`src/rtl/mux_pkg.sv`:
```
// Shared definitions for the round-robin 4:1 mux and its matching 1:4 demux.
//   NUM_CH  number of channels
//   SEL_W   width of a channel index
//   pick_t  result of a round-robin search: found flag plus winning index
//   rr_pick round-robin search starting one past the last granted channel
package mux_pkg;

    localparam int unsigned NUM_CH = 4;
    localparam int unsigned SEL_W  = 2;

    typedef struct packed {
        logic             found;
        logic [SEL_W-1:0] idx;
    } pick_t;

    // Scan from farthest to nearest so the nearest valid channel overwrites the result.
    // Distance NUM_CH wraps back to 'last' itself.
    function automatic pick_t rr_pick(input logic [NUM_CH-1:0] valid,
                                      input logic [SEL_W-1:0]  last);
        pick_t            p;
        logic [SEL_W-1:0] cand;
        p = '0;
        for (int unsigned k = NUM_CH; k >= 1; k--) begin
            cand = last + SEL_W'(k);
            if (valid[cand]) begin
                p.found = 1'b1;
                p.idx   = cand;
            end
        end
        return p;
    endfunction

endpackage

```
`src/rtl/rr_arb_4.sv`:
```
// Combinational 4-way round-robin arbiter.
//   req         request vector, one bit per channel
//   last        index of the most recently granted channel
//   gnt_onehot  one-hot grant, all zero when nothing requests
//   gnt_idx     index of the granted channel (holds last search result shape; valid only with any)
//   any         at least one request present
module rr_arb_4
    import mux_pkg::*;
(
    input  logic [NUM_CH-1:0] req,
    input  logic [SEL_W-1:0]  last,
    output logic [NUM_CH-1:0] gnt_onehot,
    output logic [SEL_W-1:0]  gnt_idx,
    output logic              any
);

    pick_t pick;

    assign pick       = rr_pick(req, last);
    assign any        = pick.found;
    assign gnt_idx    = pick.idx;
    assign gnt_onehot = pick.found ? (NUM_CH'(1) << pick.idx) : '0;

endmodule

```
`src/rtl/rr_mux_4_1.sv`:
```
// Round-robin 4:1 merge with one output register stage. Each output word is
// tagged with its source channel index for a downstream 1:4 demux.
//   clk        clock, rising edge
//   rst_n      asynchronous active-low reset
//   in_valid   per-channel word present
//   in_data    channel i word at in_data[i*DATA_W +: DATA_W]
//   in_ready   per-channel accept (combinational, at most one bit set)
//   out_valid  output register holds a word
//   out_data   merged word
//   out_sel    source channel of out_data
//   out_ready  downstream accepts the output word
module rr_mux_4_1
    import mux_pkg::*;
#(
    parameter int unsigned DATA_W = 8
) (
    input  logic                     clk,
    input  logic                     rst_n,
    input  logic [NUM_CH-1:0]        in_valid,
    input  logic [NUM_CH*DATA_W-1:0] in_data,
    output logic [NUM_CH-1:0]        in_ready,
    output logic                     out_valid,
    output logic [DATA_W-1:0]        out_data,
    output logic [SEL_W-1:0]         out_sel,
    input  logic                     out_ready
);

    logic [SEL_W-1:0]  last_grant;
    logic [NUM_CH-1:0] gnt_onehot;
    logic [SEL_W-1:0]  gnt_idx;
    logic              gnt_any;
    logic              load_c;
    logic [DATA_W-1:0] sel_word_c;

    rr_arb_4 u_arb (
        .req        (in_valid),
        .last       (last_grant),
        .gnt_onehot (gnt_onehot),
        .gnt_idx    (gnt_idx),
        .any        (gnt_any)
    );

    // Output register is free when empty or being drained this cycle.
    assign load_c = ~out_valid | out_ready;

    // Gated by rst_n so no channel sees an accept while reset is held.
    assign in_ready = (rst_n && load_c) ? gnt_onehot : '0;

    // Granted channel's word; other channels' data never reaches the register.
    always_comb begin
        sel_word_c = '0;
        for (int unsigned i = 0; i < NUM_CH; i++) begin
            if (gnt_idx == SEL_W'(i)) begin
                sel_word_c = in_data[i*DATA_W +: DATA_W];
            end
        end
    end

    // Output stage and round-robin pointer; reset points at ch3 so ch0 wins first.
    always_ff @(posedge clk or negedge rst_n) begin
        if (!rst_n) begin
            out_valid  <= 1'b0;
            out_data   <= '0;
            out_sel    <= '0;
            last_grant <= SEL_W'(NUM_CH - 1);
        end else if (load_c) begin
            out_valid <= gnt_any;
            if (gnt_any) begin
                out_data   <= sel_word_c;
                out_sel    <= gnt_idx;
                last_grant <= gnt_idx;
            end
        end
    end

endmodule
```
`config.mk`:
```
export PLATFORM = sky130hd
export DESIGN_NAME = rr_mux_4_1
export DESIGN_NICKNAME = d
export VERILOG_FILES = /design/src/rtl/mux_pkg.sv /design/src/rtl/rr_arb_4.sv /design/src/rtl/rr_mux_4_1.sv
export SDC_FILE = /design/constraint.sdc
export NUM_CORES = 1
export LEC_CHECK = 0
export BUFFER_PORTS_ARGS = -buffer_cell sky130_fd_sc_hd__buf_4
export CORE_MARGIN = 1.5
export CORE_UTILIZATION = 38
export CTS_CLUSTER_SIZE = 8
export DETAILED_ROUTE_END_ITERATION = 7
export GPL_ROUTABILITY_DRIVEN = 0
export PLACE_DENSITY = 0.71
export SYNTH_ARGS = -nofsm -noshare
export SYNTH_HDL_FRONTEND = slang
export SYNTH_SLANG_ARGS = --single-unit
```
`constraint.sdc`:
```
create_clock -name clk -period 2 [get_ports clk]
set_input_delay 0.1 -clock clk [delete_from_list [all_inputs] [get_ports clk]]
set_output_delay 0.1 -clock clk [all_outputs]
set_load 0.02 [all_outputs]
```
==> results.tsv, run 1 <==
stage	metric	value	unit
outcome	status	finished, violations left	
outcome	violations	setup timing	
synth	synth_nets	139	
routing	vias	1061	
routing	drt_iter0_markers	24	
placement	io_buffers	53	
pwr	power.leakage	0.7325	nW
clocking	worstSkewPairLatency	0.28	ns
pwr	power.internal	0.7930	mW
synth	yosysSeqAreaShare	36.24	%
sta	tightestPinTransition	0.4472	ns
placement	numPlacedInstances	185	
synth	synth-edff-count	0	
sta	clock_skew	0.009889	ns
synth	ys_ff_latch	13	
pwr	ir_worst_vdd	0.4948	mV
routing	drtAntennaViolNets	0	
floorplan	ios	54	
run	maxCapViolCount	0	
clocking	cts_root_buf	clkbuf_4	
routing	drc	0	
clocking	cts_buffer_depth	2	
placement	dpl.hpwl	2.049	mm
sta	fin_crit	2.113	ns
synth	syn_inst	100	
synth	synth_most_common_cell	nand2_1	
grt	grt_usage	23.76	%
synth	syn-cell-area	904.6	um2
worst_setup_path	crit_required	2.17	ns
routing	routed_wl	2.962	mm
synth	async_flop_share	100.0	%
floorplan	die_y	51.79	um
sta	setup_violations	8	
hold_path	whs_path_depth	4	
sta	setup_ws	-0.1134	ns
sta	fin_hold_ws	0.06990	ns
clocking	numCtsBuffers	3	
worst_setup_path	r2r-end	out_data[2]	
pwr	p_per_area	824.3	nW/um2
pwr	pwr-share-clk	13.6	%
worst_setup_path	rrSetupSlack	-0.11	ns
clocking	cts_tree	done	
sta	rsz0062_at_grt	true	
layout	n_antenna_cell	0	
sta	slew_headroom	69.42	%
hold_path	min_from	out_ready	
floorplan	rows	17	
sta	hold_violations	0	
layout	layout.nets	208	
routing	firstDrtPassIters	4	
worst_setup_path	end_kind	register	
floorplan	initial_core_util	40.50	%
pwr	p_sw	0.4879	mW
worst_setup_path	cp.arrival	2.28	ns
hold_path	hold_class	in -> reg	
sta	finalCritPeriodShare	105.7	%
pwr	comb_power_share	55.8	%
worst_setup_path	cp-start-kind	register	
pwr	power.share.sequential	30.5	%
worst_setup_path	slowest_delay	0.58	ns
clocking	cts_sinks	13	
worst_setup_path	path_max_fanout	7	
grt	antenna_found_initial	0	
floorplan	fp.dieArea	2682	um2
synth	avgSynthCellArea	9.046	um2
synth	yosys_warnings	0	
grt	grt_pass1_vias	1073	
pwr	sw_frac_of_total	38.09	%
worst_setup_path	path_cells	mux2i_2 -> nor2_2 -> or3_4 -> buf_12 -> mux2_4 -> o221a_1	
pwr	power	1.281	mW
layout	drive_gt1_share	55.95	%
hold_path	whs_endpoint	out_valid	
grt	grt_max_degree	15	
clocking	htreeDepth	1	
synth	synth_ff_type	dfrtp_1	
synth	synth_cell_types	31	
clocking	clk_pin_slew	0.10	ns
sta	max_freq	0.4732	GHz
synth	synth_top_area_share	30.43	%
worst_setup_path	slowest_stage	dfstp_2	
synth	synth_common_cells	nand2_1, nor3_1, dfrtp_1	
grt	grt.overflow.total	0	
layout	syn2layout_area_growth	71.78	%
worst_setup_path	timing.reg2reg.worst_path_depth	6	
sta	slew_violations	0	
routing	wire_per_inst	15.11	um
grt	grt_pass1_wl	4.685	mm
floorplan	fp.coreArea	2233	um2
synth	synthTopCellsByArea	dfrtp_1, nor3_1, nand2_1	
layout	fin_cells	196	
floorplan	die_w	51.79	um
routing	routed_via_density	5.413	
worst_setup_path	worstReg2RegStart	last_grant[1]	
worst_setup_path	path_class	reg -> reg	
synth	synth_area_leader_cell	dfrtp_1	
final cells by class:
cell class	instances	area (um2)
Inverter	1	3.754
Tap cell	28	35.03
Sequential cell	13	327.8
Fill cell	182	679.4
Multi-Input combinational cell	82	616.8
Timing Repair Buffer	68	544.3
Clock buffer	4	26.28
flip-flops by register name (all words and copies together) (netlist names):
register    count
last_grant      2
out_valid       1
out_data        8
out_sel         2
how the worst max path moves through the flow:
stage	cells past startpoint	slack [ns]	from	end
final	6	-0.11	last_grant[1]	out_data[2]
after global routing	6	-0.14	last_grant[1]	out_data[6]
after CTS	6	-0.11	last_grant[1]	in_ready[2]
after detailed placement	6	-0.01	last_grant[1]	out_data[2]
after global placement	6	0.05	last_grant[1]	out_data[2]
after floorplan	7	-0.12	last_grant[1]	in_ready[0]
worst max-delay path: cells and delay by family (launching register included):
family / cells / cell delay [ns]
flip-flops: 1 / 0.58
multiplexers: 2 / 0.53
AND/OR/NAND/NOR: 2 / 0.51
AO/OA/AOI/OAI: 1 / 0.20
buffers and inverters: 1 / 0.17
repair_timing:
action,4_1_cts,5_1_grt
setup endpoints to repair,11,13
hold endpoints to repair,13,0
resized for setup,6,16
buffers inserted,3,4
hold buffers,1,0
pin swaps,3,3
placed cells by master (no fill, tap or decap), drive strengths merged, types with 4 or more instances in the layout:
cell,synthesis,routed
buf,3,67
nand2,16,16
nor3,14,14
a211o,5,5
mux2i,4,4
clkbuf,1,4
mux2,5,5
o221a,5,5
dfrtp,11,11
nor2,9,9
power groups by stage:
stage / clock network (mW) / registers (mW) / logic [mW]
2_1_floorplan: 0 / 0.458 / 0.286
3_3_place_gp: 0 / 0.390 / 0.582
3_5_place_dp: 0 / 0.394 / 0.590
4_1_cts: 0.176 / 0.389 / 0.649
5_1_grt: 0.188 / 0.400 / 0.767
6_report: 0.175 / 0.391 / 0.715
through the flow:
step	util (%)	setup slack (ns)	area [um2]	setup TNS, ns
2_1_floorplan	-	-0.1224	913.4	-0.5118
3_3_place_gp	61.29	0.05253	1369	0
3_5_place_dp	61.29	-0.01463	1369	-0.05973
4_1_cts	65.66	-0.1091	1466	-0.4561
5_1_grt	69.58	-0.1389	1554	-0.8544
6_report	69.58	-0.1134	1554	-0.6328
metal layers:
metal / vias up / track usage, % / part of all wire [%]
li1: 517 / - / -
met1: 492 / 28.88 / 42
met2: 46 / 39.96 / 50
met3: 6 / 3.736 / 5.8
met4: 0 / 13.16 / 1.9
met5: - / 0 / 0
cell families after synthesis:
| kind of cell | synth area share [%] |
|---|---|
| AND/OR/NAND/NOR | 26.42 |
| flip-flops | 36.24 |
| AO/OA/AOI/OAI | 21.99 |
| multiplexers | 11.48 |
| buffers and inverters | 3.871 |
No activity file was read; power rests on OpenSTA's default activity.
==> inputs of run 2 (changes only) <==
TNS_END_PERCENT = 50   (was unset)
==> run 2 against run 1 <==
Net effect: the run still ends with setup timing left; clock power decreased by 5%; design area fell by 3.8%; fmax up 1.1%; setup slack better by 0.024 ns; sequential power about the same; global-route usage is 1.1 points lower; combinational power decreased by 6.4%; final cell count is the same; sequential share of layout area increased by 0.83 points; worst hold slack improved by 0.0096 ns; critical path type is now reg -> out.
==> results.tsv, run 2 (same netlist as run 1, synthesis figures left out) <==
stage	metric	value	unit
sta	hold_violations	0	
layout	layout_commonest_cell	buf_4	
worst_setup_path	path_max_fanout	6	
routing	drc	0	
placement	numPlacedInstances	187	
routing	firstDrtPassIters	4	
grt	grt_pass1_wl	4.560	mm
clocking	worstSkewPairLatency	0.27	ns
hold_path	hold_class	in -> reg	
sta	max_freq	0.4785	GHz
sta	fin_crit	2.090	ns
sta	setup_ws	-0.08974	ns
pwr	power.leakage	0.7151	nW
layout	drive_gt1_share	53.57	%
worst_setup_path	path_class	reg -> out	
floorplan	ios	54	
worst_setup_path	crit_required	1.90	ns
pwr	p_per_area	818.4	nW/um2
layout	largest_reg_flops	8	
routing	wire_per_inst	14.22	um
placement	dpl_cell_area	1384	um2
sta	slew_headroom	54.10	%
run	maxCapViolCount	0	
placement	dpl.hpwl	2.119	mm
outcome	status	finished, violations left	
layout	layout.nets	208	
worst_setup_path	end_kind	output pin	
layout	syn2layout_area_growth	65.28	%
routing	drtAntennaViolNets	0	
floorplan	die_w	51.79	um
sta	setup_violations	9	
floorplan	fp.dieArea	2682	um2
layout	n_antenna_cell	0	
grt	antenna_found_initial	0	
pwr	power	1.224	mW
clocking	cts_tree	done	
layout	final_design_area_no_fill	1495	um2
layout	n_fill_cell	187	
sta	rsz0062_at_grt	true	
grt	grt_max_degree	15	
routing	drt_iter0_markers	22	
floorplan	initial_core_util	40.50	%
outcome	violations	setup timing	
clocking	cts_buffer_depth	2	
layout	reg_top3	out_data x8, last_grant x2, out_sel x2	
placement	dp_slack	-0.01784	ns
grt	grt.overflow.total	0	
layout	largest_register	out_data	
floorplan	rows	17	
sta	slew_violations	0	
clocking	htreeDepth	1	
worst_setup_path	cp-start-kind	register	
placement	io_buffers	53	
layout	mostFrequentLayoutCells	buf_4, nand2_1, nor3_1, dfrtp_1, nor2_1	
sta	setup-tns-final	-0.3140	ns
floorplan	fp.coreArea	2233	um2
grt	grt_usage	22.68	%
floorplan	die_y	51.79	um
sta	clock_skew	0.005782	ns
routing	routed_via_density	5.398	
sta	tightestPinTransition	0.6827	ns
clocking	numCtsBuffers	3	
grt	grt_pass1_vias	1060	
clocking	clk_pin_slew	0.09	ns
pwr	ir_worst_vdd	0.5418	mV
clocking	cts_root_buf	clkbuf_4	
routing	routed_wl	2.787	mm
layout	fin_cells	196	
sta	finalCritPeriodShare	104.5	%
worst_setup_path	cp.arrival	1.99	ns
routing	vias	1058	
clocking	cts_sinks	13	
-- run 2: cell count changes in the layout (fill, tap and decap cells not counted), moves of 2 or more --
| cell | delta |
|---|---|
| a2111oi_0 | -3 |
| buf_4 | +3 |
| a2111oi_1 | +2 |
| buf_6 | -3 |
| nor3_1 | +2 |
-- run 2: metal layers --
metal  wire length (um)  GRT usage, %
met1               1222         27.27
met2               1431         41.45
met3                107         2.874
met4                 25         7.456
met5                  0             0
-- run 2: layout make-up --
type                       instances  area [um2]  area share [%]
multi-input combinational         82       584.3           39.08
timing repair buffer              68       518.0           34.64
tap                               28       35.03           2.343
sequential                        13       327.8           21.92
clock buffer                       4       26.28           1.757
inverter                           1       3.754          0.2510
-- run 2: path summary, 6_finish.rpt --
| check | to | slack, ns | from | cells after the start |
|---|---|---|---|---|
| worst min register to register | out_sel[1] | 0.51 | out_sel[1] | 2 |
| min in group asynchronous | out_data[0] | 0.21 | rst_n | 2 |
| worst max register to register | out_data[4] | -0.04 | last_grant[1] | 6 |
| worst min-delay path | out_valid | 0.08 | out_ready | 4 |
| max in group asynchronous | last_grant[1] | 1.55 | rst_n | 2 |
| worst max-delay path | in_ready[0] | -0.09 | last_grant[1] | 6 |
-- run 2: where the power goes --
part           total (mW)  switching [mW]  internal, mW  leakage, nW
Combinational       0.669           0.326         0.343        0.558
Clock               0.166          0.0892        0.0771       0.0150
Sequential          0.388          0.0489         0.339        0.142
Total                1.22           0.464         0.760        0.715
-- run 2: metrics by stage --
step	utilization, %	hold slack, ns
finish	66.95	0.07955
global route	66.95	0.09734
CTS	66.27	0.07278
detailed placement	61.96	-0.03710
global placement	61.96	-0.03841
floorplan	-	-0.1956
-- run 2: critical path, cell delays in order, from the launching register on --
cell and delay, ns:
dfstp_2 0.56, mux2i_1 0.24, nor2_2 0.07, or3_4 0.38, buf_6 0.15, nor3_4 0.17, buf_6 0.14
-- run 2: timing repair --
item | 4_1_cts | 5_1_grt
cloned | 1 | 0
hold endpoints to repair | 13 | 0
buffers inserted | 3 | 0
pin swaps | 5 | 0
hold buffers | 1 | 0
endpoints found under the setup margin | 11 | 13
gates resized for setup | 7 | 6
==> inputs of run 3 (changes only) <==
CORE_ASPECT_RATIO = 0.8   (was unset)
CORE_MARGIN = 10   (was 1.5)
==> run 3 against run 2 <==
Net effect: the flow still finishes with violations (setup timing); worst hold slack gained 0.022 ns; die area grew 77%; wire length grew 23%; clock power is essentially flat; first-iteration DRC count grew 110%; clock-buffer cell count is the same; largest cell class unchanged; highest routed layer unchanged; global-route usage shrank 8.5 points; final cell count shrank 3.1%.
==> results.tsv, run 3 (same netlist as run 1, synthesis figures left out) <==
stage	metric	value	unit
worst_setup_path	cp.arrival	1.95	ns
worst_setup_path	path_depth	6	
hold_path	whs_path_depth	4	
worst_setup_path	path_cells	mux2i_1 -> nor2_2 -> or3_4 -> buf_6 -> nor3_4 -> buf_6	
pwr	power.internal	0.7607	mW
floorplan	fp.dieArea	4744	um2
outcome	violations	setup timing	
worst_setup_path	crit_required	1.90	ns
clocking	clk_pin_slew	0.08	ns
pwr	pwr-share-clk	13.2	%
grt	top_usage_layer	met2	
grt	grt_max_degree	15	
routing	wire_per_inst	18.08	um
clocking	htreeDepth	1	
grt	grt.overflow.total	0	
grt	grt_usage	14.17	%
clocking	cts_root_buf	clkbuf_4	
worst_setup_path	timing.reg2reg.worst_path_depth	7	
layout	final_design_area_no_fill	1520	um2
sta	clock_skew	0.004974	ns
layout	fin_cells	190	
placement	dpl_cell_area	1365	um2
clocking	cts_tree	done	
layout	layout_commonest_cell	buf_4	
layout	syn2layout_area_growth	68.05	%
hold_path	whs_endpoint	out_valid	
floorplan	die_y	63.64	um
worst_setup_path	r2r-end	out_data[6]	
floorplan	die_w	74.55	um
pwr	comb_power_share	55.7	%
clocking	cts_buffer_depth	2	
grt	grt_pass1_vias	1114	
routing	drtAntennaViolNets	0	
floorplan	ios	54	
pwr	p_per_area	822.0	nW/um2
sta	finalCritPeriodShare	102.4	%
clocking	cts_sinks	13	
routing	routed_via_density	5.595	
layout	reg_top3	out_data x8, last_grant x2, out_sel x2	
sta	setup_ws	-0.04829	ns
sta	hold_violations	0	
layout	n_antenna_cell	0	
sta	fin_hold_ws	0.1018	ns
sta	slew_violations	0	
routing	firstDrtPassIters	4	
routing	routed_wl	3.436	mm
pwr	p_sw	0.4888	mW
routing	drt_iter0_markers	47	
placement	numPlacedInstances	182	
placement	io_buffers	53	
run	maxCapViolCount	0	
layout	n_fill_cell	182	
pwr	power.leakage	0.7150	nW
worst_setup_path	cp-start-kind	register	
pwr	ir_worst_vdd	0.5136	mV
sta	tightestPinTransition	0.6968	ns
layout	drive_gt1_share	55.15	%
pwr	power	1.250	mW
floorplan	rows	15	
layout	layout.nets	205	
pwr	sw_frac_of_total	39.12	%
layout	finalCoreUtilization	68.64	%
worst_setup_path	crit_top_cell	buf_6	
sta	rsz0062_at_grt	true	
grt	use_met1	17.48	%
sta	setup-tns-final	-0.2392	ns
floorplan	initial_core_util	40.85	%
sta	fin_crit	2.048	ns
worst_setup_path	worstReg2RegStart	last_grant[1]	
hold_path	min_from	out_ready	
layout	mostFrequentLayoutCells	buf_4, nand2_1, dfrtp_1, nor3_1, nor2_1	
routing	vias	1063	
placement	dp_slack	0.0009635	ns
worst_setup_path	end_kind	output pin	
worst_setup_path	crit_buf_inv	2	
routing	drc	0	
worst_setup_path	cp_top_family	simple AND/OR/NAND/NOR gates	
grt	use_met3	6.103	%
floorplan	fp.coreArea	2215	um2
grt	met2_usage	22.22	%
worst_setup_path	slowest_delay	0.56	ns
worst_setup_path	rrSetupSlack	-0.03	ns
layout	largest_reg_flops	8	
worst_setup_path	path_max_fanout	5	
sta	max_freq	0.4882	GHz
grt	antenna_found_initial	0	
sta	slew_headroom	53.15	%
sta	setup_violations	7	
clocking	worstSkewPairLatency	0.28	ns
clocking	numCtsBuffers	3	
hold_path	hold_class	in -> reg	
worst_setup_path	path_class	reg -> out	
layout	largest_register	out_data	
worst_setup_path	slowest_stage	dfstp_2	
placement	dpl.hpwl	2.602	mm
grt	grt_pass1_wl	5.361	mm
pwr	power.share.sequential	31.0	%
outcome	status	finished, violations left	
## run 3: area by class of cell
cell class	instances	area, um2	share of cell area, %
clock buffers	4	26.28	1.728
inverters	1	3.754	0.2469
flip-flops and latches	13	327.8	21.56
well taps	25	31.28	2.058
repair buffers	65	510.5	33.58
multi-input cells	82	620.6	40.82
## run 3: metal layers
metal	share of wire [%]	up-vias
li1	-	513
met1	42	500
met2	48	44
met3	9.1	6
met4	1.1	0
met5	0	-
## run 3: how the worst max path moves through the flow
stage,end,from,slack [ns]
after global routing,in_ready[2],last_grant[1],-0.13
after floorplan,in_ready[0],last_grant[1],-0.12
after CTS,in_ready[2],last_grant[1],-0.03
after detailed placement,out_data[6],last_grant[1],0.001
final,in_ready[2],last_grant[1],-0.05
after global placement,out_data[3],last_grant[1],0.005
## run 3: power groups by stage
stage	clock network [mW]	registers, mW	logic, mW
2_1_floorplan	0	0.458	0.286
3_3_place_gp	0	0.391	0.587
3_5_place_dp	0	0.393	0.598
4_1_cts	0.165	0.387	0.664
5_1_grt	0.180	0.397	0.743
6_report	0.165	0.388	0.697
## run 3: worst min-delay path, cell delays in order
cell and delay (ns):
buf_4 0.08, inv_1 0.06, nand2_1 0.07, nand2_1 0.04
## run 3: repair_timing
item | CTS | global route
gates cloned | 1 | 0
setup endpoints to repair | 8 | 11
hold buffers | 1 | 0
setup buffers | 2 | 0
pin swaps | 9 | 0
resized for setup | 12 | 11
hold endpoints to repair | 13 | 0
